`config.mk`:
```
export PLATFORM = sky130hd
export DESIGN_NAME = simon_sequencer
export DESIGN_NICKNAME = d
export VERILOG_FILES = /design/src/rtl/simon_pkg.sv /design/src/rtl/simon_btn_sync.sv /design/src/rtl/simon_sequencer.sv
export SDC_FILE = /design/constraint.sdc
export NUM_CORES = 1
export LEC_CHECK = 0
export ABC_CLOCK_PERIOD_IN_PS = 3000
export CAP_MARGIN = 15
export CORE_UTILIZATION = 24
export DETAILED_ROUTE_END_ITERATION = 12
export PLACE_DENSITY = 0.46
export REMOVE_ABC_BUFFERS = 1
export SLEW_MARGIN = 20
export SYNTH_ARGS = -nofsm -noshare
export SYNTH_HDL_FRONTEND = slang
export SYNTH_SLANG_ARGS = --single-unit
```
`constraint.sdc`:
```
create_clock -name clk -period 3 [get_ports clk]
set_input_delay 0.9 -clock clk [delete_from_list [all_inputs] [get_ports clk]]
set_output_delay 0.9 -clock clk [all_outputs]
set_load 0.01 [all_outputs]
```
`src/rtl/simon_pkg.sv`:
```
// Shared definitions for the Simon game control path.
// Holds the FSM state encoding, the LED mode codes, the address-mux select
// codes and the default pattern-memory depth. Helper functions map a state
// to its select and LED codes so every consumer decodes states the same way.
package simon_pkg;

  typedef enum logic [1:0] {
    ST_INPUT    = 2'd0,
    ST_PLAYBACK = 2'd1,
    ST_REPEAT   = 2'd2,
    ST_DONE     = 2'd3
  } state_t;

  localparam logic [2:0] LED_INPUT    = 3'b001;
  localparam logic [2:0] LED_PLAYBACK = 3'b010;
  localparam logic [2:0] LED_REPEAT   = 3'b100;
  localparam logic [2:0] LED_DONE     = 3'b111;

  localparam logic [1:0] SEL_COUNT    = 2'b00;
  localparam logic [1:0] SEL_PLAYBACK = 2'b01;
  localparam logic [1:0] SEL_REPEAT   = 2'b10;
  localparam logic [1:0] SEL_DONE     = 2'b11;

  localparam int MAX_LEN_DEF = 64;

  function automatic logic [2:0] led_of(input state_t s);
    case (s)
      ST_INPUT:    return LED_INPUT;
      ST_PLAYBACK: return LED_PLAYBACK;
      ST_REPEAT:   return LED_REPEAT;
      default:     return LED_DONE;
    endcase
  endfunction

  function automatic logic [1:0] sel_of(input state_t s);
    case (s)
      ST_INPUT:    return SEL_COUNT;
      ST_PLAYBACK: return SEL_PLAYBACK;
      ST_REPEAT:   return SEL_REPEAT;
      default:     return SEL_DONE;
    endcase
  endfunction

endpackage

```
`src/rtl/simon_btn_sync.sv`:
```
// Push-button front end: two-flop synchroniser followed by a registered
// rising-edge detector. A held button yields exactly one o_pulse, which
// appears three clock edges after the raw input rises.
// Ports:
//   i_clk    system clock
//   i_rst_n  asynchronous active-low reset
//   i_btn    raw button, asynchronous to i_clk
//   o_pulse  one-cycle press pulse
module simon_btn_sync (
  input  logic i_clk,
  input  logic i_rst_n,
  input  logic i_btn,
  output logic o_pulse
);

  logic r_s1, r_s2, r_s3, r_pulse;

  always_ff @(posedge i_clk or negedge i_rst_n) begin
    if (!i_rst_n) begin
      r_s1    <= 1'b0;
      r_s2    <= 1'b0;
      r_s3    <= 1'b0;
      r_pulse <= 1'b0;
    end else begin
      r_s1    <= i_btn;
      r_s2    <= r_s1;
      r_s3    <= r_s2;
      r_pulse <= r_s2 & ~r_s3;
    end
  end

  assign o_pulse = r_pulse;

endmodule

```
`src/rtl/simon_sequencer.sv`:
```
// Control FSM for the Simon datapath: pattern entry, timed playback,
// player repeat and game-over display. All outputs are registered; select
// and mode_leds are decoded from the next state so they change on the same
// edge as the state itself.
// Optional macro SIMON_TIMEOUT_EN: adds a REPEAT inactivity timeout that
// ends the game after TIMEOUT_CYCLES idle cycles.
// Ports:
//   clk, rst            clock, asynchronous active-low reset
//   step                raw submit button
//   is_legal, play_end, repeat_end, input_match   datapath status
//   select              address mux select (00 count,01 play,10 rep,11 done)
//   mode_leds           001 INPUT, 010 PLAYBACK, 100 REPEAT, 111 DONE
//   w_en                pattern memory write strobe
//   adv / clr_idx       index increment / index clear pulses
//   len                 number of stored entries
module simon_sequencer
  import simon_pkg::*;
#(
  parameter int STEP_CYCLES    = 4,
  parameter int MAX_LEN        = MAX_LEN_DEF,
  parameter int TIMEOUT_CYCLES = 64
) (
  input  logic       clk,
  input  logic       rst,
  input  logic       step,
  input  logic       is_legal,
  input  logic       play_end,
  input  logic       repeat_end,
  input  logic       input_match,
  output logic [1:0] select,
  output logic [2:0] mode_leds,
  output logic       w_en,
  output logic       adv,
  output logic       clr_idx,
  output logic [6:0] len
);

  // One counter serves both the display timer and the REPEAT idle timer,
  // so size it for whichever limit is larger.
  localparam int T_MAX = (STEP_CYCLES > TIMEOUT_CYCLES) ? STEP_CYCLES : TIMEOUT_CYCLES;
  localparam int TW    = $clog2(T_MAX + 1);

  state_t        r_state, w_nstate;
  logic [TW-1:0] r_timer, w_ntimer;
  logic [6:0]    r_len, w_nlen;
  logic [1:0]    r_sel;
  logic [2:0]    r_led;
  logic          r_wen, r_adv, r_clr;
  logic          w_nwen, w_nadv, w_nclr;
  logic          w_press, w_tc, w_full;

  simon_btn_sync u_step_sync (
    .i_clk   (clk),
    .i_rst_n (rst),
    .i_btn   (step),
    .o_pulse (w_press)
  );

  assign w_tc   = (r_timer == TW'(STEP_CYCLES - 1));
  assign w_full = (r_len == 7'(MAX_LEN));

  always_comb begin
    w_nstate = r_state;
    w_ntimer = r_timer;
    w_nlen   = r_len;
    w_nwen   = 1'b0;
    w_nadv   = 1'b0;
    w_nclr   = 1'b0;
    case (r_state)
      ST_INPUT: begin
        w_ntimer = '0;
        if (w_press) begin
          // A full memory still starts playback; there is just nothing to store.
          if (w_full) begin
            w_nclr   = 1'b1;
            w_nstate = ST_PLAYBACK;
          end else if (is_legal) begin
            w_nwen   = 1'b1;
            w_nlen   = r_len + 7'd1;
            w_nclr   = 1'b1;
            w_nstate = ST_PLAYBACK;
          end
        end
      end
      ST_PLAYBACK: begin
        if (w_tc) begin
          w_ntimer = '0;
          if (play_end) begin
            w_nclr   = 1'b1;
            w_nstate = ST_REPEAT;
          end else begin
            w_nadv = 1'b1;
          end
        end else begin
          w_ntimer = r_timer + 1'b1;
        end
      end
      ST_REPEAT: begin
        if (w_press) begin
          w_ntimer = '0;
          if (!input_match) begin
            w_nclr   = 1'b1;
            w_nstate = ST_DONE;
          end else if (repeat_end) begin
            w_nclr   = 1'b1;
            w_nstate = ST_INPUT;
          end else begin
            w_nadv = 1'b1;
          end
        end else begin
`ifdef SIMON_TIMEOUT_EN
          if (r_timer == TW'(TIMEOUT_CYCLES - 1)) begin
            w_ntimer = '0;
            w_nclr   = 1'b1;
            w_nstate = ST_DONE;
          end else begin
            w_ntimer = r_timer + 1'b1;
          end
`else
          w_ntimer = '0;
`endif
        end
      end
      default: begin // ST_DONE: endless replay, wrapping at the last entry
        if (w_tc) begin
          w_ntimer = '0;
          if (play_end) w_nclr = 1'b1;
          else          w_nadv = 1'b1;
        end else begin
          w_ntimer = r_timer + 1'b1;
        end
      end
    endcase
  end

  always_ff @(posedge clk or negedge rst) begin
    if (!rst) begin
      r_state <= ST_INPUT;
      r_timer <= '0;
      r_len   <= '0;
      r_sel   <= SEL_COUNT;
      r_led   <= LED_INPUT;
      r_wen   <= 1'b0;
      r_adv   <= 1'b0;
      r_clr   <= 1'b0;
    end else begin
      r_state <= w_nstate;
      r_timer <= w_ntimer;
      r_len   <= w_nlen;
      r_sel   <= sel_of(w_nstate);
      r_led   <= led_of(w_nstate);
      r_wen   <= w_nwen;
      r_adv   <= w_nadv;
      r_clr   <= w_nclr;
    end
  end

  assign select    = r_sel;
  assign mode_leds = r_led;
  assign w_en      = r_wen;
  assign adv       = r_adv;
  assign clr_idx   = r_clr;
  assign len       = r_len;

endmodule

```
==> results of run 1 <==
state kept, by name, summed over array words and instances (netlist names):
signal,cells
u_step_sync.r_s3,1
r_timer,7
u_step_sync.r_s2,1
clr_idx,1
u_step_sync.o_pulse,1
len,7
w_en,1
mode_leds,2
u_step_sync.r_s1,1
r_state,2
adv,1
area by class of cell:
class | instances | share of cell area [%]
sequential | 25 | 43.04
timing repair buffer | 22 | 14.95
multi-input combinational | 62 | 33.42
clock buffer | 4 | 3.093
tap | 52 | 4.467
inverter | 4 | 1.031
Yosys cell counts, types with 2 or more instances:
master   count
xor2_1       3
a21oi_1      2
nand3_1      4
xnor2_1      6
nor2b_1      2
buf_4        3
nor2_1       7
inv_1        4
nand2_1      5
ha_1         5
o21ai_0      4
or3_1        2
dfrtp_1     24
nand4_1      4
metal layers:
metal  global-route usage, %  up-vias  routed length (um)
met4                   5.333        0                  31
met1                   12.71      377                1036
met3                   1.828        2                 102
met5                       0        -                   0
li1                        -      376                   -
met2                   15.56       20                1000
through the flow:
stage,std cells,utilization [%]
floorplan,91,-
global placement,165,31.54
detailed placement,165,31.54
CTS,169,32.55
global route,169,32.55
finish,169,32.55
how the worst max path moves through the flow:
stage                        end  depth (start not counted)  slack (ps)
floorplan           mode_leds[2]                          7        1130
global placement    mode_leds[2]                          5         640
detailed placement  mode_leds[2]                          5         580
CTS                       len[2]                          1         710
global route              len[4]                          1         640
finish                    len[2]                          1         720
power groups by stage:
| stage | Combinational (mW) | Sequential, mW | Clock, mW |
|---|---|---|---|
| 6_report | 0.375 | 0.485 | 0.198 |
| 5_1_grt | 0.422 | 0.499 | 0.222 |
| 4_1_cts | 0.384 | 0.487 | 0.208 |
| 3_5_place_dp | 0.383 | 0.492 | 0 |
| 3_3_place_gp | 0.372 | 0.491 | 0 |
| 2_1_floorplan | 0.184 | 0.504 | 0 |
cells by family (layout without fill, tap and decap cells):
kind of cell,count (synthesis),in the layout
fa+ha+maj,5,5
buf+inv,7,30
simple gates,33,33
xor+xnor,9,9
flops,25,25
compound gates,14,14
mux,1,1
==> metrics.md, run 1 <==
| Metric | Value |
|---|---|
| GRT Overall Usage | `9.813%` |
| Synth Instances | `94` |
| Clk network pwr share | `18.7%` |
| Yosys top cell by area | `dfrtp_1` |
| Crit Path Max Fanout | `7` |
| DRC viols | `3` |
| Avg Synthesized Cell Area | `12.25 um2` |
| Register-to-Register Path Depth | `7` |
| Critical Path Sink Type | `output port` |
| Worst-Margin Slew | `361.7 ps` |
| Hold path cells | `0` |
| Hold_sp | `u_step_sync.r_s1` |
| Total Power | `1.059 mW` |
| Area growth, synth to finish | `26.52%` |
| CP Class | `register to output port` |
| Detailed Place HPWL | `1570 um` |
| Outcome | `finished with violations` |
| Largest net degree at the start of global routing | `26` |
| Fin crit period | `2277 ps` |
| Final Wtd Congestion | `0.7430` |
| Final setup margin | `722.6 ps` |
| CP Launch Point | `len[2]` |
| Sequential area share after synthesis | `54.46%` |
| Failing checks | `DRC` |
| Final Skew | `2.819 ps` |
| Nets | `130` |
| Most frequent cells in the layout | `dfrtp_1 (24), clkdlybuf4s50_1 (21), nor2_1 (7)` |
| Top cells by area, synth | `dfrtp_1 (52%), ha_1 (5.4%), xnor2_1 (4.6%), dfstp_2 (2.3%), nor2_1 (2.3%)` |
| Crit path required time | `2100 ps` |
| Row cnt | `24` |
| Crit-path cells | `clkdlybuf4s50_1` |
| Worst Path Arrival | `1380 ps` |
| DRT Wirelength | `2170 um` |
| TritonCTS Buffers | `3` |
| RR Startpoint | `len[0]` |
| RSZ-0062 raised after global routing | `no` |
| Clk_lat worst skew | `260 ps` |
| Reg power frac | `45.8%` |
| Die height | `71.26 um` |
| Synth warnings | `0` |
| Pwr/cell area | `726.9 mW/mm2` |
| Setup TNS | `0 ps` |
| Final period util | `75.91%` |
| Post-place setup slack | `577.6 ps` |
| Main synth FF type | `dfrtp_1` |
| First-pass GRT wire length | `3857 um` |
| Antenna viol nets, final | `0` |
| Max Fclk | `439.1 MHz` |
| Fillers | `461` |
| Adder-cell share of the synthesized area | `5.435%` |
| DR iter-0 viols | `38` |
| Post-CTS Hold Buffers | `0` |
| Setup-failing EPs final | `0` |
| H-Tree Depth | `1` |
| Crit-path slowest cell | `clkdlybuf4s50_1` |
| Bufs on Longest Clock Path | `2` |
| Post-CTS Setup Inserts | `0` |
| Buffer and inverter count on the worst path | `1` |
| Worst Hold End | `u_step_sync.r_s2` |
| Min-delay worst type | `register to register` |
| EDFF count, synth | `0` |
| # resized after CTS | `0` |
| Fin. Hold Viols | `0` |
| Logic pwr share | `35.4%` |
| Clock Sinks | `25` |
| GRT Residual Overflow | `0` |
| Cell Area, Synth | `0.001151 mm2` |
| Drt pass-1 iters | `8` |
| Final-report max-slew violation count | `0` |
| Peak VDD IR | `188.1 uV` |
| Die Wd | `71.26 um` |
| Switching power of the nets | `0.3430 mW` |
| Ports | `22` |
| Yosys reg bits | `25` |
| Internal power | `0.7156 mW` |
| Vias | `775` |
| Mux cell area share after synthesis | `1.304%` |
| CTS tree | `yes` |
| Slew headroom | `75.74%` |
| Core Region | `0.004474 mm2` |
| Largest family of logic cells by synthesized area | `simple AND/OR/NAND/NOR gates` |
| Initial core utilization | `25.73%` |
| WL/cell | `12.84 um` |
| Share of cells above drive strength 1 | `12.82%` |
| Worst path max stage delay | `600 ps` |
| Share of the synthesized area in the top cell type | `52.17%` |
| Final Cell Area | `0.001456 mm2` |
| Placed inst area | `0.001411 mm2` |
| Post-DR vias/cell | `4.586` |
| R2R setup slack | `990 ps` |
| IO buf count | `21` |
| Maxcap violations | `0` |
| Hold WS | `357.5 ps` |
| Synth unique cells | `33` |
| Antenna cells | `0` |
| Simple-gate area share of the yosys netlist | `19.02%` |
| R2R Path End | `mode_leds[2]` |
| CTS root buf | `clkbuf_8` |
| Startpoint types | `register` |
| Initial antenna violation count | `0` |
| Synth async-reset ratio | `100.0%` |
| Synth Area in Compound Gates | `9.674%` |
| Die area | `0.005077 mm2` |
| Area share of xor/xnor cells in the synthesized design | `6.848%` |
| Critical path's top delay family | `buffers and inverters` |
| Register clock-pin slew on the reported worst setup and hold paths | `90 ps` |
| Sw frac | `32.40%` |
| Static leakage | `0.6283 nW` |
| Most common cell after layout, fill and taps aside | `dfrtp_1` |
| Sequential Area | `626.9 um2` |
| Vias in the first global route | `824` |
| Area of the multi-input gates | `486.7 um2` |
No activity file was read; power rests on OpenSTA's default activity.
==> run 2, diff against run 1 <==
--- a/config.mk
+++ b/config.mk
@@ -5,7 +5,7 @@
 export SDC_FILE = /design/constraint.sdc
 export NUM_CORES = 1
 export LEC_CHECK = 0
-export ABC_CLOCK_PERIOD_IN_PS = 3000
+export ABC_CLOCK_PERIOD_IN_PS = 2300
 export CAP_MARGIN = 15
 export CORE_UTILIZATION = 24
 export DETAILED_ROUTE_END_ITERATION = 12
==> constraint.sdc (replaced) <==
create_clock -name clk -period 2.3 [get_ports clk]
set_input_delay 0.69 -clock clk [delete_from_list [all_inputs] [get_ports clk]]
set_output_delay 0.69 -clock clk [all_outputs]
set_load 0.01 [all_outputs]
==> metrics.md, run 2 (synthesis gave the netlist of run 1 again) <==
| Metric | Value |
|---|---|
| Crit path required time | `1610 ps` |
| Vias in the first global route | `809` |
| Die area | `0.005077 mm2` |
| Pwr/cell area | `947.1 mW/mm2` |
| Ports | `22` |
| IO buf count | `21` |
| Setup TNS | `0 ps` |
| DRT Wirelength | `2170 um` |
| Fillers | `447` |
| Min-delay worst type | `register to register` |
| Drt pass-1 iters | `8` |
| Failing checks | `DRC` |
| Placed inst area | `0.001411 mm2` |
| Final-report max-slew violation count | `0` |
| H-Tree Depth | `1` |
| Outcome | `finished with violations` |
| Slew headroom | `75.32%` |
| Clk_lat worst skew | `260 ps` |
| Nets | `130` |
| Startpoint types | `register` |
| Post-place setup slack | `118.3 ps` |
| Post-CTS Setup Inserts | `0` |
| Maxcap violations | `0` |
| DR iter-0 viols | `35` |
| Die Wd | `71.26 um` |
| Clock Sinks | `25` |
| GRT Residual Overflow | `0` |
| Worst-Margin Slew | `369.3 ps` |
| Post-CTS Hold Buffers | `0` |
| WL/cell | `12.84 um` |
| Share of cells above drive strength 1 | `12.82%` |
| Hold path cells | `0` |
| GRT Overall Usage | `9.774%` |
| Initial antenna violation count | `0` |
| Antenna viol nets, final | `0` |
| Worst Path Arrival | `1370 ps` |
| RSZ-0062 raised after global routing | `no` |
| Static leakage | `0.6283 nW` |
| Most frequent cells in the layout | `dfrtp_1 (24), clkdlybuf4s50_1 (21), nor2_1 (7)` |
| Crit Path Max Fanout | `7` |
| CP Class | `register to output port` |
| Worst path max stage delay | `590 ps` |
| # resized after CTS | `0` |
| Critical Path Sink Type | `output port` |
| Die height | `71.26 um` |
| Row cnt | `24` |
| Final Skew | `3.446 ps` |
| Area of the multi-input gates | `486.7 um2` |
| Detailed Place HPWL | `1562 um` |
| Bufs on Longest Clock Path | `2` |
| CTS tree | `yes` |
| Register clock-pin slew on the reported worst setup and hold paths | `90 ps` |
| Initial core utilization | `25.73%` |
| Largest net degree at the start of global routing | `26` |
| Sequential Area | `626.9 um2` |
| Critical path's top delay family | `buffers and inverters` |
| Final setup margin | `235.4 ps` |
| Final Cell Area | `0.001456 mm2` |
| Area growth, synth to finish | `26.52%` |
| DRC viols | `3` |
| Crit-path slowest cell | `clkdlybuf4s50_1` |
| Vias | `772` |
| Buffer and inverter count on the worst path | `1` |
| WP depth | `1` |
| TritonCTS Buffers | `3` |
| Post-DR vias/cell | `4.568` |
| Final Wtd Congestion | `0.7438` |
| Final period util | `89.77%` |
| Hold WS | `357.5 ps` |
| Fin crit period | `2065 ps` |
| Fin. Hold Viols | `0` |
| Setup-failing EPs final | `0` |
| First-pass GRT wire length | `3774 um` |
| Peak VDD IR | `248.1 uV` |
| Antenna cells | `0` |
| Max Fclk | `484.4 MHz` |
| Register-to-Register Path Depth | `7` |
| Core Region | `0.004474 mm2` |
| Crit-path cells | `clkdlybuf4s50_1` |
| CTS root buf | `clkbuf_8` |
| Most common cell after layout, fill and taps aside | `dfrtp_1` |
-- run 2: where the power goes --
| part | switching [mW] | leakage [nW] | internal [mW] |
|---|---|---|---|
| registers | 0.0938 | 0.320 | 0.537 |
| logic | 0.218 | 0.285 | 0.271 |
| clock network | 0.136 | 0.0228 | 0.124 |
| total | 0.447 | 0.628 | 0.932 |
-- run 2: worst paths after layout --
| kind | from | endpoint | slack (ps) |
|---|---|---|---|
| worst max-delay path | len[2] | len[2] | 240 |
| worst min-delay path | u_step_sync.r_s1 | u_step_sync.r_s2 | 360 |
| worst max register to register | len[0] | mode_leds[2] | 300 |
| worst min register to register | u_step_sync.r_s1 | u_step_sync.r_s2 | 360 |
| max in group asynchronous | rst | mode_leds[0] | 1230 |
| min in group asynchronous | rst | r_state[0] | 780 |
-- run 2: final cells by class --
cell class / count / area share, %
Clock buffer: 4 / 3.093
Inverter: 4 / 1.031
Multi-Input combinational cell: 62 / 33.42
Sequential cell: 25 / 43.04
Tap cell: 52 / 4.467
Timing Repair Buffer: 22 / 14.95
-- run 2: layer usage --
metal  GRT usage, %  part of all wire, %  vias to the layer above
met5              0                    0                        -
met4          5.333                  1.4                        0
met3          2.250                  6.0                        2
met2          16.19                   44                       22
met1          11.79                   48                      371
li1               -                    -                      377
-- run 2: stage by stage --
step	power [mW]	cells	utilization, %
2_1_floorplan	0.8971	91	-
3_3_place_gp	1.125	165	31.54
3_5_place_dp	1.138	165	31.54
4_1_cts	1.407	169	32.55
5_1_grt	1.489	169	32.55
6_report	1.379	169	32.55
==> run 3, diff against run 2 <==
--- a/config.mk
+++ b/config.mk
@@ -5,11 +5,12 @@
 export SDC_FILE = /design/constraint.sdc
 export NUM_CORES = 1
 export LEC_CHECK = 0
+export ABC_AREA = 1
 export ABC_CLOCK_PERIOD_IN_PS = 2300
 export CAP_MARGIN = 15
 export CORE_UTILIZATION = 24
 export DETAILED_ROUTE_END_ITERATION = 12
-export PLACE_DENSITY = 0.46
+export PLACE_DENSITY = 0.41
 export REMOVE_ABC_BUFFERS = 1
 export SLEW_MARGIN = 20
 export SYNTH_ARGS = -nofsm -noshare
==> metrics.md, run 3 <==
| Metric | Value |
|---|---|
| Main synth FF type | `dfrtp_1` |
| Crit path required time | `1610 ps` |
| Crit Path Max Fanout | `6` |
| Die Wd | `73.92 um` |
| DRT Wirelength | `2273 um` |
| Drt pass-1 iters | `4` |
| Met3 routed WL | `137 um` |
| H-Tree Depth | `1` |
| Synth async-reset ratio | `100.0%` |
| Top sig layer | `met4` |
| Final Wtd Congestion | `0.7209` |
| Share of the synthesized area in the top cell type | `48.39%` |
| Worst-Margin Slew | `324.2 ps` |
| Post-DR vias/cell | `4.009` |
| Register clock-pin slew on the reported worst setup and hold paths | `90 ps` |
| Crit-path cells | `clkdlybuf4s50_1` |
| WP depth | `1` |
| Final period util | `87.57%` |
| RSZ-0062 raised after global routing | `no` |
| GRT Overall Usage | `9.568%` |
| Startpoint types | `register` |
| Final Skew | `5.888 ps` |
| Worst path max stage delay | `580 ps` |
| Total Power | `1.441 mW` |
| Share of cells above drive strength 1 | `9.524%` |
| Row cnt | `25` |
| Fin crit period | `2014 ps` |
| Min-delay worst type | `register to register` |
| Nets | `181` |
| Met2 wire length | `1020 um` |
| Count leader, synth | `nand2_1` |
| CTS tree | `yes` |
| Clock Sinks | `25` |
| Initial antenna violation count | `0` |
| Synth Instances | `145` |
| Vias in the first global route | `888` |
| Vias | `942` |
| Register-to-Register Path Depth | `11` |
| GRT Residual Overflow | `0` |
| Synth unique cells | `23` |
| Final-report max-slew violation count | `0` |
| Initial core utilization | `25.60%` |
| Peak VDD IR | `280.6 uV` |
| Synth top cells by count | `nand2_1 (40), dfrtp_1 (24), inv_1 (20)` |
| Post-CTS Hold Buffers | `0` |
| Sequential area share after synthesis | `50.50%` |
| TritonCTS Buffers | `3` |
| CTS root buf | `clkbuf_8` |
| CP Class | `register to output port` |
| Die area | `0.005463 mm2` |
| Slew headroom | `78.39%` |
| EDFF count, synth | `0` |
| Detailed Place HPWL | `1681 um` |
| Top cells by area, synth | `dfrtp_1 (48%), nand2_1 (12%), inv_1 (6.0%), ha_1 (5.0%), nor2_1 (4.5%)` |
| Max Fclk | `496.5 MHz` |
| Yosys top cell by area | `dfrtp_1` |
| DRC viols | `0` |
| Critical path's top delay family | `buffers and inverters` |
| Hold path cells | `0` |
| Buffer and inverter count on the worst path | `1` |
| Util after Layout | `32.31%` |
| Critical Path Sink Type | `output port` |
| Fin. Hold Viols | `0` |
| Final setup margin | `285.8 ps` |
| Met1 wire length | `1078 um` |
| Crit-path slowest cell | `clkdlybuf4s50_1` |
| Avg Synthesized Cell Area | `8.560 um2` |
| Post-place setup slack | `199.6 ps` |
| R2R setup slack | `510 ps` |
| Setup TNS | `0 ps` |
| Most frequent cells in the layout | `nand2_1 (40), dfrtp_1 (24), clkdlybuf4s50_1 (21)` |
| Worst Path Arrival | `1320 ps` |
| Antenna cells | `0` |
| Yosys reg bits | `25` |
| Cell Area, Synth | `0.001241 mm2` |
| Static leakage | `0.7895 nW` |
| Post-CTS Setup Inserts | `0` |
| Setup-failing EPs final | `0` |
| WL/cell | `9.672 um` |
| Most common cell after layout, fill and taps aside | `nand2_1` |
| DR iter-0 viols | `51` |
| IO buf count | `21` |
| Clk_lat worst skew | `270 ps` |
| # resized after CTS | `0` |
| Outcome | `finished, final reports clean` |
| Pwr/cell area | `919.8 mW/mm2` |
| Largest net degree at the start of global routing | `26` |
| Antenna viol nets, final | `0` |
| Bufs on Longest Clock Path | `2` |
| First-pass GRT wire length | `3967 um` |
| Core Region | `0.004848 mm2` |
| Area growth, synth to finish | `26.21%` |
| Synth warnings | `0` |
| Maxcap violations | `0` |
| Die height | `73.92 um` |
| Ports | `22` |
==> run 3: where the power goes <==
group | internal [mW] | switching, mW
registers | 0.544 | 0.100
clock network | 0.121 | 0.141
logic | 0.258 | 0.276
==> run 3: stage by stage <==
stage / instances / cell area (um2) / hold slack (ps)
final: 235 / 1567 / 359.5
after global routing: 235 / 1567 / 373.0
after CTS: 235 / 1567 / 364.1
after detailed placement: 231 / 1520 / 341.0
after global placement: 231 / 1520 / 334.7
after floorplan: 142 / 1219 / 331.2
==> run 3: cells by family (layout without fill, tap and decap cells) <==
family          count (synthesis)  after routing  share of synthesized area [%]
compound gates                 10             10                          4.233
fa+ha+maj                       5              5                          5.040
simple gates                   74             74                          27.52
xor+xnor                        5              5                          3.529
buf+inv                        26             49                          9.173
flops                          25             25                          50.50
==> run 3: metal layers <==
layer | up-vias | track usage [%]
met2 | 22 | 14.75
met5 | - | 0
met1 | 420 | 12.60
met3 | 4 | 2.743
met4 | 0 | 3.846
li1 | 496 | -
==> run 3: final timing paths <==
path                                  startpoint               end
worst max-delay path                      len[2]            len[2]
worst min-delay path            u_step_sync.r_s1  u_step_sync.r_s2
worst max register to register            len[0]      mode_leds[2]
worst min register to register  u_step_sync.r_s1  u_step_sync.r_s2
max in group asynchronous                    rst      mode_leds[0]
min in group asynchronous                    rst        r_timer[6]
==> run 3: area by class of cell <==
cell class | count | area [um2]
tap | 67 | 83.83
fill | 506 | 3282
sequential | 25 | 626.9
timing repair buffer | 22 | 217.7
clock inverter | 1 | 5.005
multi-input combinational | 94 | 500.5
inverter | 23 | 91.34
clock buffer | 3 | 41.29
